--- config.mk ---
export PLATFORM = sky130hd
export DESIGN_NAME = apb_req_arbiter
export DESIGN_NICKNAME = d
export VERILOG_FILES = /design/src/rtl/apb_req_arbiter.sv
export SDC_FILE = /design/constraint.sdc
export NUM_CORES = 1
export LEC_CHECK = 0
export BUFFER_PORTS_ARGS = -buffer_cell sky130_fd_sc_hd__buf_2
export CORE_MARGIN = 8
export CORE_UTILIZATION = 47
export DETAILED_ROUTE_END_ITERATION = 10
export GPL_ROUTABILITY_DRIVEN = 0
export GPL_TIMING_DRIVEN = 0
export PLACE_DENSITY = 0.8
export SLEW_MARGIN = 40
export SYNTH_ARGS = -nofsm -noshare
export SYNTH_HDL_FRONTEND = slang
export SYNTH_SLANG_ARGS = --single-unit
--- constraint.sdc ---
create_clock -name pclk -period 2.7 [get_ports pclk]
set_clock_uncertainty 0.05 [all_clocks]
set_input_delay 0 -clock pclk [delete_from_list [all_inputs] [get_ports pclk]]
set_output_delay 0 -clock pclk [all_outputs]
set_load 0.01 [all_outputs]
--- src/rtl/apb_req_arbiter.sv ---
// rtl/apb_req_arbiter.sv - Round-robin arbiter sharing one APB bus between two single-word requesters
module apb_req_arbiter #(
  parameter int ADDR_W  = 32,
  parameter int DATA_W  = 32,
  parameter int TIMEOUT = 255
) (
  input  logic                pclk,
  input  logic                preset_n,
  input  logic                r0_req,
  input  logic                r0_write,
  input  logic [ADDR_W-1:0]   r0_addr,
  input  logic [DATA_W-1:0]   r0_wdata,
  input  logic [DATA_W/8-1:0] r0_strb,
  output logic                r0_ack,
  output logic [DATA_W-1:0]   r0_rdata,
  output logic                r0_err,
  input  logic                r1_req,
  input  logic                r1_write,
  input  logic [ADDR_W-1:0]   r1_addr,
  input  logic [DATA_W-1:0]   r1_wdata,
  input  logic [DATA_W/8-1:0] r1_strb,
  output logic                r1_ack,
  output logic [DATA_W-1:0]   r1_rdata,
  output logic                r1_err,
  output logic                psel,
  output logic                penable,
  output logic                pwrite,
  output logic [ADDR_W-1:0]   paddr,
  output logic [DATA_W-1:0]   pwdata,
  output logic [DATA_W/8-1:0] pstrb,
  input  logic [DATA_W-1:0]   prdata,
  input  logic                pready,
  input  logic                pslverr,
  output logic [1:0]          grant,
  output logic                busy
);

  typedef enum logic [1:0] {IDLE, SETUP, ACCESS} state_t;

  localparam logic [15:0] TIMEOUT_CNT = 16'(TIMEOUT);

  state_t              state;
  logic                last;
  logic [15:0]         wait_cnt;
  logic                req0_live;
  logic                req1_live;
  logic                pick1;
  logic                done;
  logic                done_err;
  logic [DATA_W-1:0]   done_rdata;

  // A requester being acked this cycle must not be re-granted on its stale req.
  always_comb begin
    req0_live  = r0_req & ~r0_ack;
    req1_live  = r1_req & ~r1_ack;
    pick1      = req1_live & (~req0_live | ~last);
    done       = 1'b0;
    done_err   = 1'b0;
    done_rdata = '0;
    if (state == ACCESS) begin
      if (pready) begin
        done       = 1'b1;
        done_err   = pslverr;
        done_rdata = pwrite ? '0 : prdata;
      end else if (wait_cnt == TIMEOUT_CNT) begin
        done     = 1'b1;
        done_err = 1'b1;
      end
    end
  end

  always_ff @(posedge pclk or negedge preset_n) begin
    if (!preset_n) begin
      state    <= IDLE;
      last     <= 1'b1;
      wait_cnt <= '0;
      psel     <= 1'b0;
      penable  <= 1'b0;
      pwrite   <= 1'b0;
      paddr    <= '0;
      pwdata   <= '0;
      pstrb    <= '0;
      grant    <= 2'b00;
      busy     <= 1'b0;
      r0_ack   <= 1'b0;
      r0_err   <= 1'b0;
      r0_rdata <= '0;
      r1_ack   <= 1'b0;
      r1_err   <= 1'b0;
      r1_rdata <= '0;
    end else begin
      r0_ack <= 1'b0;
      r0_err <= 1'b0;
      r1_ack <= 1'b0;
      r1_err <= 1'b0;
      case (state)
        IDLE: begin
          if (req0_live | req1_live) begin
            grant    <= pick1 ? 2'b10 : 2'b01;
            last     <= pick1;
            pwrite   <= pick1 ? r1_write : r0_write;
            paddr    <= pick1 ? r1_addr : r0_addr;
            pwdata   <= pick1 ? r1_wdata : r0_wdata;
            pstrb    <= pick1 ? (r1_write ? r1_strb : '0) : (r0_write ? r0_strb : '0);
            psel     <= 1'b1;
            penable  <= 1'b0;
            busy     <= 1'b1;
            wait_cnt <= '0;
            state    <= SETUP;
          end
        end
        SETUP: begin
          penable <= 1'b1;
          state   <= ACCESS;
        end
        ACCESS: begin
          if (done) begin
            psel    <= 1'b0;
            penable <= 1'b0;
            busy    <= 1'b0;
            grant   <= 2'b00;
            state   <= IDLE;
            if (grant[1]) begin
              r1_ack   <= 1'b1;
              r1_err   <= done_err;
              r1_rdata <= done_rdata;
            end else begin
              r0_ack   <= 1'b1;
              r0_err   <= done_err;
              r0_rdata <= done_rdata;
            end
          end else begin
            wait_cnt <= wait_cnt + 16'd1;
          end
        end
        default: state <= IDLE;
      endcase
    end
  end

endmodule
# After elaboration in Yosys (flattened, before gate mapping)
# Cells that the tools add are included.
# op_classes
div	0
n_shift	0
bitwise_logic	10
mul	0
n_lt_le_gt_ge	0
n_reduce_logical	10
eq_ne	6
muxes	38
n_addsub	1
# ops
operator	n
2-to-1 mux 32 bit	4
2-to-1 mux 16 bit	2
case mux 16 bit (2 select lines)	1
2-to-1 mux 1 bit	20
adder 16 x 1 -> 16 bit (second input constant)	1
== test 16 x 8 -> 1 bit (second input constant)	1
AND reduction 3 bit	5
2-to-1 mux 4 bit	3
2-to-1 mux 2 bit	4
inequality test 2 bit (second input constant)	3
case mux 2 bit (3 select lines)	1
NOT 1 bit	5
case mux 2 bit (2 select lines)	1
AND reduction 2 bit	2
AND 1 bit	3
case mux 1 bit (3 select lines)	1
nonzero test 3 bit	1
== test 2 x 1 -> 1 bit (second input constant)	1
== test 2 bit (second input constant)	1
zero test 2 bit	1
OR 1 bit	2
case mux 1 bit (2 select lines)	1
nonzero test 2 bit	1
# word_totals
out_inout_bits	142
mem_bits_rw	0
mem_bits_ro	0
regBits	160
input_bits	176
wordCells	81
latch_bits	0
memories	0

# Depth between registers and ports, before layout
# Gate-level depths: netlist of the first run.
# depth
ltp_word	8
ltp_mapped	8
depth_no_buf	6

# Worst setup path after synthesis of the first run
# Ideal clock, no wire load.
# synth_path
path_type	register to register
from	register wait_cnt[9]
to	register r0_rdata[0]
stages_incl_launch_ff	7
arrival_time_ns	2.038
path_buffers	2
setup_slack_ns	0.491
setup_time_ns	0.121
synth_period_minus_slack_ns	2.209
required_ns	2.529
path_cell_list	dfrtp_1 > buf_2 > or4_4 > o41ai_4 > nand3b_2 > buf_2 > a22o_1
# synth_via
elab_chain_cells	5
# synth_rtl
item	line_no	rtl
start: declaration	44	logic [15:0] wait_cnt;
start signal: assignment	133	wait_cnt <= wait_cnt + 16'd1;
== test 16 x 8 -> 1 bit	65	end else if (wait_cnt == TIMEOUT_CNT) begin
2-to-1 mux 1 bit	65	
2-to-1 mux 1 bit	61	if (pready) begin
2-to-1 mux 1 bit	60	if (state == ACCESS) begin
AND reduction 3 bit (no line)	--	
end signal: assignment	130	r0_rdata <= done_rdata;
end: declaration	15	output logic [DATA_W-1:0] r0_rdata,
# No other way between the ends.
# A chain may end at the register's enable or synchronous reset.

# Worst setup path after layout of the first run
# layout_path
from	register r1_ack
to	register pwdata[4]
# layout_via
elab_chain_cells	4
word_cells_on_any_way	6
cone_classes	mux: 1; bitwise: 4; reduce/logical: 1
# layout_rtl
item	line_no	rtl
start: declaration	22	output logic r1_ack,
start signal: assignment	88	r1_ack <= 1'b0;
start signal: assignment	94	r1_ack <= 1'b0;
start signal: assignment	124	r1_ack <= 1'b1;
NOT 1 bit *	55	req1_live = r1_req & ~r1_ack;
AND 1 bit *	55	
AND 1 bit or OR 1 bit (tied branches)	56, 98	
2-to-1 mux 32 bit or AND reduction 2 bit (tied branches)	--	
end signal: assignment	103	pwdata <= pick1 ? r1_wdata : r0_wdata;
end: declaration	29	output logic [DATA_W-1:0] pwdata,
# Every way passes the cells marked *; elsewhere a longest branch is shown, timed or not.

==> flow_summary_export.csv, run 1 <==
group,metric,value,unit
outcome,status,"complete, no violations",
timing,setup_slack,0.120,ns
floorplan,io-pin-count,318,
yosys,synth_seq_cells,160,
power_and_ir_drop,power.density,972,nW/um^2
clock_network,cts_tree,"done",
worst_setup_path,cp-end-kind,"register",
global_route,grt_max_degree,74,
clock_network,clock_path_buffers,2,
yosys,synth_ff_type,"dfrtp_1",
yosys,yosys_warnings,0,
worst_setup_path,rr_worst_depth,7,
routing,drtIter0Drc,696,
finish,layout.nets,1308,
yosys,synth_fa_ha_area_share,0.720,%
floorplan,fp.dieArea,18900,sq um
yosys,synth_edf_count,0,
placement,io_buffers,317,
timing,slew_violations,0,
global_route,grt_pass1_wl,46000,um
clock_network,clkLatencyLatePin,0.42,ns
floorplan,core,14500,sq um
yosys,synth_fp_nets,794,
routing,met2_length,15300,um
yosys,synthCells,614,
yosys,synth_compound_area_share,19.1,%
finish,fillers,854,
finish,multi_input_area,2750,sq um
clock_network,cts_root_buf,"clkbuf_16",
routing,ant_nets,0,
timing,period_minus_slack,2.58,ns
routing,wl_met3,2790,um
routing,vias_per_cell,5.85,
placement,hpwl,17900,um
clock_network,clk_pin_slew,0.07,ns
finish,area_delta_synth_final,61.5,%
routing,drt_wl_total,30700,um
global_route,overflow,0,
timing,hold_viol,0,
worst_setup_path,critPathMaxFanout,10,
routing,wl_per_cell,23.0,um
yosys,synth_top_family_by_area,"compound AO/OA/AOI/OAI gates",
yosys,synth.distinct_cells,51,
power_and_ir_drop,peakVddDrop,0.603,mV
finish,drive_above_1_share,32.9,%
floorplan,std_cell_rows,44,
routing,wl_met1,10400,um
global_route,grt_pass1_vias,8346,
routing,drc,0,
yosys,yosysSeqAreaShare,57.6,%
floorplan,die_h,138,um
worst_hold_path,whs_path_depth,4,
timing,fin_tns_setup,0,ns
yosys,async_flop_share,100,%
worst_setup_path,crit_required,2.93,ns
yosys,synth_area,6950,sq um
worst_hold_path,hold_path_class,"primary input to register",
clock_network,cts_made_buffers,17,
timing,min_period_over_period,95.5,%
power_and_ir_drop,p_leak,0.00558,uW
finish,seq_area,4010,sq um
yosys,synth_xor_area_share,0,%
global_route,grt.total_usage,32.2,%
yosys,syn_area_per_cell,11.3,sq um
worst_setup_path,crit_type,"register to register",
yosys,synth_simple_gate_area_share,9.85,%
timing,rsz0062_at_grt,"false",
power_and_ir_drop,p_total,10900,uW
floorplan,start_util,48.0,%
routing,num_vias,7802,
routing,drt_pass1_iterations,5,
worst_setup_path,arrival,2.81,ns
placement,place_ws,-0.00512,ns
yosys,synth.area.mux_share,9.69,%
global_route,antenna_found_initial,6,
timing,setup_viol,0,
timing,max_slew_margin,44.6,%
routing,highest_layer,"met4",
clock_network,cts_sinks,160,
worst_setup_path,start_kind,"register",
floorplan,fp.dieW,138,um
timing,worstMarginPinSlew,0.831,ns
clock_network,htree_num_levels,4,
run,maxCapViolations,0,
timing,fmax,0.388,GHz
## area by class of cell
type                    instances  area share [%]
flip-flops and latches        160            35.7
clock inverters                15            1.48
repair buffers                495            30.4
well taps                     184            2.05
inverters                       8           0.268
multi-input cells             402            24.5
clock buffers                  17            3.79
plain buffers                  44            1.64
diodes                          8           0.178
## cells in the mapped netlist (all sizes together) (2+ instances only)
cell     number  area, sq um
a21oi         4         20.0
a22o         65          569
a31oi        15         93.8
a32oi         4         35.0
a41oi         3         26.3
buf          12         58.8
clkbuf       32          120
dfrtp       159         3980
ha            4         50.1
inv           8         30.0
mux2          2         22.5
mux2i        65          651
nand2        81          304
nand2b        2         12.5
nand3        13         70.1
nand3b        4         33.8
nand4         6         37.5
nor2          4         15.0
nor2b         2         12.5
nor3          7         35.0
nor3b         2         15.0
nor4          3         25.0
o211ai        6         45.0
o21ai        80          400
o221ai        2         17.5
o2bb2ai       3         26.3
or2           2         12.5
or3           2         12.5
or4           6         48.8
## cell families (layout without fill, tap and decap cells)
logic type,Yosys count,count (layout)
simple gates,140,140
other cells,0,8
flops,160,160
mux,67,67
buf+inv,52,579
compound gates,191,191
fa+ha+maj,4,4
## where the power goes
group	internal (uW)	switching (uW)	total, uW
combinational	1840	2630	4470
clock	1250	1170	2420
sequential	3370	648	4020
## flip-flops by register name, indices dropped and copies added, names as in the netlist, 2 cells and up
register / count
paddr: 32
pwdata: 32
r0_rdata: 32
r1_rdata: 32
wait_cnt: 16
pstrb: 4
grant: 2
state: 2
## metal layers
metal	track usage, %	vias up
li1	-	3319
met1	33.6	3737
met2	53.5	577
met3	11.9	169
met4	21.7	0
met5	0	-
## layout by cell type, fill, tap and decap left out, drive strengths merged, types with 2 or more instances in the layout
cell type / count
a21oi: 4
a22o: 65
a31oi: 15
a32oi: 4
a41oi: 3
buf: 331
clkbuf: 50
clkinv: 7
dfrtp: 159
diode: 8
dlygate4sd3: 175
ha: 4
inv: 16
mux2: 2
mux2i: 65
nand2: 81
nand2b: 2
nand3: 13
nand3b: 4
nand4: 6
nor2: 4
nor2b: 2
nor3: 7
nor3b: 2
nor4: 3
o211ai: 6
o21ai: 80
o221ai: 2
o2bb2ai: 3
or2: 2
or3: 2
or4: 6
## path summary, 6_finish.rpt
kind	startpoint	end	slack (ns)
worst max-delay path	r1_ack$_DFF_PN0_	pwdata[4]$_DFFE_PN0P_	0.12
worst min-delay path	r1_req	busy$_DFFE_PN0P_	0.06
worst max register to register	r1_ack$_DFF_PN0_	pwdata[4]$_DFFE_PN0P_	0.12
worst min register to register	paddr[19]$_DFFE_PN0P_	paddr[19]$_DFFE_PN0P_	0.42
max in group asynchronous	preset_n	paddr[19]$_DFFE_PN0P_	1.12
min in group asynchronous	preset_n	paddr[8]$_DFFE_PN0P_	0.53
## through the flow
step                      cells  hold WS, ns  util [%]  cell area (sq um)
after floorplan             614       -0.346         -               6950
after global routing       1331       0.0898      77.5              11200
final                      1333       0.0618      77.5              11200
after global placement     1115        0.181      60.5               8760
after detailed placement   1117       -0.146      61.0               8830
after CTS                  1324       0.0251      77.2              11200
## timing repair
item	4_1_cts	5_1_grt
buffers inserted	0	1
hold buffers	175	0
endpoints found under the setup margin	1	80
hold endpoints to repair	298	0
pin swaps	0	1
gates resized for setup	1	7
## critical path, cell delays in order (launching register included)
cell and delay, ns:
dfrtp_1 0.43, nand2b_1 0.24, a21oi_1 0.14, clkbuf_2 0.28, clkbuf_4 0.35, mux2i_1 0.24
dlygate4sd3_1 0.60, o21ai_0 0.10
Power figures use the tool's default switching activity.
==> inputs of run 2 (changes only) <==
Settings changed: CORE_UTILIZATION 47 to 35, PLACE_DENSITY 0.8 to default.
==> run 2 against run 1 <==
  * Hold slack worse by 0.062 ns
  * Maximum frequency rose by 3.8%
  * Setup slack improved by 0.096 ns
  * Power is 3.2% lower
  * Critical path depth shrank 2
  * Sequential cell count stayed put
  * Wire length is 14% lower
  * Clock-buffer cell count did not move
==> flow_summary_export.csv, run 2 (synthesis results as in run 1) <==
group,metric,value,unit
outcome,status,"complete, no violations",
finish,fin_util,58.3,%
placement,hpwl,17900,um
power_and_ir_drop,power.density,931,nW/um^2
worst_setup_path,critPathMaxFanout,9,
clock_network,clkLatencyLatePin,0.41,ns
global_route,grt_pass1_wl,40900,um
worst_setup_path,crit_type,"register to register",
worst_setup_path,start_kind,"register",
global_route,antenna_found_initial,3,
clock_network,clk_pin_slew,0.07,ns
clock_network,clock_path_buffers,2,
clock_network,cts_root_buf,"clkbuf_16",
routing,drt_wl_total,26500,um
finish,layout.cells.non_filler,1412,
timing,setup_viol,0,
clock_network,cts_sinks,160,
timing,max_slew_margin,45.5,%
placement,place_ws,-0.113,ns
timing,hold_viol,0,
finish,final_common_cell,"buf_2",
worst_setup_path,arrival,2.76,ns
timing,min_period_over_period,92.0,%
run,maxCapViolations,0,
timing,setup_slack,0.216,ns
timing,period_minus_slack,2.48,ns
power_and_ir_drop,comb_power_share,39.8,%
power_and_ir_drop,p_clk_share,23.3,%
floorplan,fp.dieW,157,um
worst_setup_path,ff2ff_setup_slack,0.22,ns
finish,layout.nets,1307,
worst_setup_path,rr_worst_depth,5,
finish,drive_above_1_share,33.6,%
timing,slew_violations,0,
clock_network,cts_tree,"done",
routing,drc,0,
finish,layout_common_cells,"buf_2 (325), dlygate4sd3_1 (172), dfrtp_1 (159)",
power_and_ir_drop,peakVddDrop,0.478,mV
power_and_ir_drop,seq_power_share,37.0,%
worst_hold_path,hold_path_class,"primary input to async pin",
finish,stdcell_area,11300,sq um
placement,dp_cells,1198,
floorplan,start_util,35.7,%
worst_setup_path,crit-reg2reg-launch,"wait_cnt[9]$_DFFE_PN0P_",
worst_setup_path,crit_required,2.98,ns
routing,drtIter0Drc,362,
global_route,overflow,0,
power_and_ir_drop,p_int,6520,uW
floorplan,std_cell_rows,51,
power_and_ir_drop,switching_share,38.3,%
clock_network,cts_made_buffers,17,
routing,vias_per_cell,5.00,
worst_setup_path,rr_endpoint,"wait_cnt[14]$_DFFE_PN0P_",
global_route,grt_pass1_vias,7637,
floorplan,die_h,157,um
timing,worstMarginPinSlew,0.812,ns
power_and_ir_drop,power.switching,4040,uW
floorplan,core,19500,sq um
floorplan,io-pin-count,318,
power_and_ir_drop,p_leak,0.00560,uW
worst_setup_path,cp-end-kind,"register",
timing,fin_tns_setup,0,ns
placement,place_area,8940,sq um
routing,ant_nets,0,
floorplan,fp.dieArea,24600,sq um
global_route,grt_max_degree,63,
placement,io_buffers,317,
clock_network,htree_num_levels,4,
routing,num_vias,7065,
timing,rsz0062_at_grt,"true",
routing,drt_pass1_iterations,5,
finish,area_delta_synth_final,63.2,%
global_route,grt.total_usage,21.5,%
finish,fillers,1631,
timing,fmax,0.403,GHz
routing,wl_per_cell,18.7,um
-- run 2: cell types whose count changed in the layout (fill, tap and decap cells not counted), sizes merged --
| cell | change |
|---|---|
| dlygate4sd3 | -3 |
| buf | +2 |
| inv | -2 |
| bufinv | +1 |
| clkinvlp | +1 |
| diode | -1 |
-- run 2: area by class of cell --
| cell class | count | area (sq um) | area share, % |
|---|---|---|---|
| flip-flops and latches | 160 | 4010 | 35.3 |
| clock buffers | 17 | 425 | 3.75 |
| diodes | 7 | 17.5 | 0.155 |
| multi-input cells | 402 | 2750 | 24.3 |
| well taps | 265 | 332 | 2.92 |
| inverters | 8 | 30.0 | 0.265 |
| clock inverters | 15 | 191 | 1.69 |
| plain buffers | 44 | 188 | 1.66 |
| repair buffers | 494 | 3400 | 30.0 |
-- run 2: critical path, cell delays in order, from the launching register on --
cell and delay (ns):
dfrtp_1 0.35, buf_2 0.16, or4_4 0.56, nor4_2 0.65, nor2_1 0.35, a31oi_1 0.27
-- run 2: how the worst max path moves through the flow --
stage | startpoint | endpoint | cells past startpoint
floorplan | wait_cnt[9]$_DFFE_PN0P_ | r0_rdata[0]$_DFFE_PN0P_ | 6
global placement | preset_n | r0_rdata[10]$_DFFE_PN0P_ | 1
detailed placement | r1_ack$_DFF_PN0_ | pwdata[19]$_DFFE_PN0P_ | 6
CTS | state[0]$_DFFE_PN0P_ | pwdata[17]$_DFFE_PN0P_ | 8
global route | wait_cnt[13]$_DFFE_PN0P_ | wait_cnt[14]$_DFFE_PN0P_ | 4
finish | wait_cnt[9]$_DFFE_PN0P_ | wait_cnt[14]$_DFFE_PN0P_ | 5
-- run 2: power groups by stage --
stage                     Clock, uW  Sequential, uW  Combinational (uW)
after floorplan                   0            4340                1690
after global placement            0            3920                3950
after detailed placement          0            3900                4040
after CTS                      2530            3900                4220
after global routing           2630            4040                4640
final                          2460            3900                4200
-- run 2: stage by stage --
step	power (uW)	hold WS, ns
global placement	7870	0.183
detailed placement	7940	-0.134
CTS	10600	0.00795
floorplan	6030	-0.346
finish	10600	0.0000671
global route	11300	0.0154
-- run 2: what timing repair did --
item / CTS / global route
endpoints found under the setup margin: 5 / 124
setup buffers: 0 / 3
hold buffers: 172 / 0
hold endpoints to repair: 235 / 0
pin swaps: 0 / 1
gates resized for setup: 3 / 10
-- run 2: per-layer routing --
layer | track usage [%] | vias up | share of wire [%]
li1 | - | 3313 | -
met3 | 6.55 | 102 | 7.1
met4 | 14.8 | 0 | 5.8
met5 | 0 | - | 0
met1 | 24.0 | 3335 | 38
met2 | 35.1 | 315 | 49
==> inputs of run 3 (changes only) <==
Settings changed: RECOVER_POWER from default to 25.
==> run 3 against run 2 <==
  * The run now ends with max-capacitance violations, max-slew violations left
  * Critical path depth unchanged
  * Critical endpoint unchanged
  * Register-to-register slack barely moved
  * Power is 0.17% lower
  * Sequential share of layout area rose by 0.074 points
==> flow_summary_export.csv, run 3 (synthesis results as in run 1) <==
group,metric,value,unit
outcome,status,"finished with violations",
outcome,violations,"max-capacitance violations, max-slew violations",
clock_network,htree_num_levels,4,
timing,fmax,0.401,GHz
placement,place_ws,-0.113,ns
finish,fin_util,58.1,%
worst_setup_path,cp-end-kind,"register",
clock_network,clock_path_buffers,2,
routing,drt_pass1_iterations,4,
power_and_ir_drop,power.density,932,nW/um^2
timing,period_minus_slack,2.50,ns
routing,ant_nets,0,
floorplan,start_util,35.7,%
worst_setup_path,slowest_stage,"nor4_2",
finish,layout.nets,1307,
power_and_ir_drop,comb_power_share,39.6,%
routing,wl_met1,10200,um
power_and_ir_drop,p_leak,0.00555,uW
power_and_ir_drop,p_int,6490,uW
placement,hpwl,17900,um
worst_setup_path,cp_num_buf_inv,1,
clock_network,clkLatencyLatePin,0.41,ns
global_route,antenna_found_initial,3,
floorplan,die_h,157,um
clock_network,cts_made_buffers,17,
power_and_ir_drop,seq_power_share,37.1,%
floorplan,io-pin-count,318,
finish,fillers,1642,
worst_setup_path,start_kind,"register",
worst_setup_path,crit_type,"register to register",
routing,wl_per_cell,18.8,um
worst_setup_path,worst_path_largest_cell_delay,0.65,ns
finish,seq_area,4010,sq um
routing,drt_wl_total,26500,um
finish,stdcell_area,11300,sq um
routing,num_vias,7055,
finish,area_delta_synth_final,62.8,%
timing,worstMarginPinSlew,2.06,ns
global_route,grt_max_degree,63,
floorplan,fp.dieArea,24600,sq um
power_and_ir_drop,p_clk_share,23.3,%
finish,drive_above_1_share,32.0,%
placement,place_area,8940,sq um
global_route,grt.total_usage,21.5,%
routing,drtIter0Drc,362,
routing,drc,0,
worst_setup_path,arrival,2.77,ns
floorplan,fp.dieW,157,um
power_and_ir_drop,switching_share,38.4,%
timing,hold_viol,0,
timing,rsz0062_at_grt,"true",
timing,setup_slack,0.204,ns
global_route,grt_pass1_vias,7637,
routing,wl_met3,1860,um
global_route,overflow,0,
timing,min_period_over_period,92.5,%
power_and_ir_drop,power.switching,4050,uW
worst_setup_path,path_cells,"buf_2 -> or4_4 -> nor4_2 -> nor2_1 -> a31oi_1",
global_route,grt_pass1_wl,40900,um
worst_hold_path,hold_path_class,"primary input to register",
floorplan,std_cell_rows,51,
clock_network,clk_pin_slew,0.07,ns
clock_network,cts_sinks,160,
clock_network,cts_root_buf,"clkbuf_16",
timing,max_slew_margin,-37.9,%
finish,layout_common_cells,"buf_2 (308), dlygate4sd3_1 (172), dfrtp_1 (159)",
routing,vias_per_cell,5.00,
floorplan,core,19500,sq um
timing,setup_viol,0,
routing,met2_length,12900,um
timing,slew_violations,46,
run,maxCapViolations,1,
placement,io_buffers,317,
worst_setup_path,critPathMaxFanout,9,
worst_setup_path,crit_required,2.98,ns
clock_network,cts_tree,"done",
power_and_ir_drop,peakVddDrop,0.478,mV
finish,multi_input_area,2750,sq um
routing,highest_layer,"met4",
finish,final_common_cell,"buf_2",
worst_setup_path,path_delay_family,"simple AND/OR/NAND/NOR gates",
run 3: area by class of cell:
| class | instances | area share, % |
|---|---|---|
| sequential | 160 | 35.4 |
| timing repair buffer | 494 | 29.8 |
| multi-input combinational | 402 | 24.3 |
| clock buffer | 17 | 3.76 |
| tap | 265 | 2.93 |
| clock inverter | 15 | 1.69 |
| buffer | 44 | 1.66 |
| inverter | 8 | 0.265 |
| antenna | 7 | 0.155 |
run 3: final timing paths:
path                                    startpoint                  endpoint  slack (ns)  depth (start not counted)
setup / recovery           wait_cnt[9]$_DFFE_PN0P_  wait_cnt[14]$_DFFE_PN0P_        0.20                          5
hold / removal                              r1_req          busy$_DFFE_PN0P_        0.08                          4
setup reg to reg           wait_cnt[9]$_DFFE_PN0P_  wait_cnt[14]$_DFFE_PN0P_        0.20                          5
hold reg to reg             pwdata[18]$_DFFE_PN0P_    pwdata[18]$_DFFE_PN0P_        0.42                          2
max in group asynchronous                 preset_n          last$_DFFE_PN1P_        0.48                          4
min in group asynchronous                 preset_n     paddr[27]$_DFFE_PN0P_        0.67                          2
run 3: worst register-to-register path: cells and delay by family, from the launching register on:
family	cells	cell delay [ns]
compound gates	1	0.28
buf+inv	1	0.16
flops	1	0.35
simple gates	3	1.57
run 3: per-stage QoR:
| stage | instances | hold slack [ns] | total power [uW] | TNS (ns) |
|---|---|---|---|---|
| after detailed placement | 1198 | -0.134 | 7940 | -0.225 |
| after floorplan | 614 | -0.346 | 6030 | 0 |
| final | 1412 | 0.0825 | 10500 | 0 |
| after global placement | 1196 | 0.183 | 7870 | -156.12 |
| after global routing | 1408 | 0.127 | 11300 | -0.00888 |
| after CTS | 1402 | 0.00795 | 10600 | 0 |
run 3: power groups by stage:
stage / logic [uW] / registers (uW) / clock network, uW
2_1_floorplan: 1690 / 4340 / 0
3_3_place_gp: 3950 / 3920 / 0
3_5_place_dp: 4040 / 3900 / 0
4_1_cts: 4220 / 3900 / 2530
5_1_grt: 4610 / 4040 / 2630
6_report: 4180 / 3910 / 2460
run 3: layer usage:
layer | track usage (%) | up-vias
met3 | 6.55 | 100
met1 | 24.0 | 3344
met5 | 0 | -
li1 | - | 3312
met2 | 35.1 | 299
met4 | 14.8 | 0
run 3: repair_timing:
action / 4_1_cts / 5_1_grt
pin swaps: 0 / 1
endpoints found under the hold margin: 235 / 0
resized for setup: 3 / 10
hold buffers: 172 / 0
setup endpoints to repair: 5 / 124
buffers inserted: 0 / 3
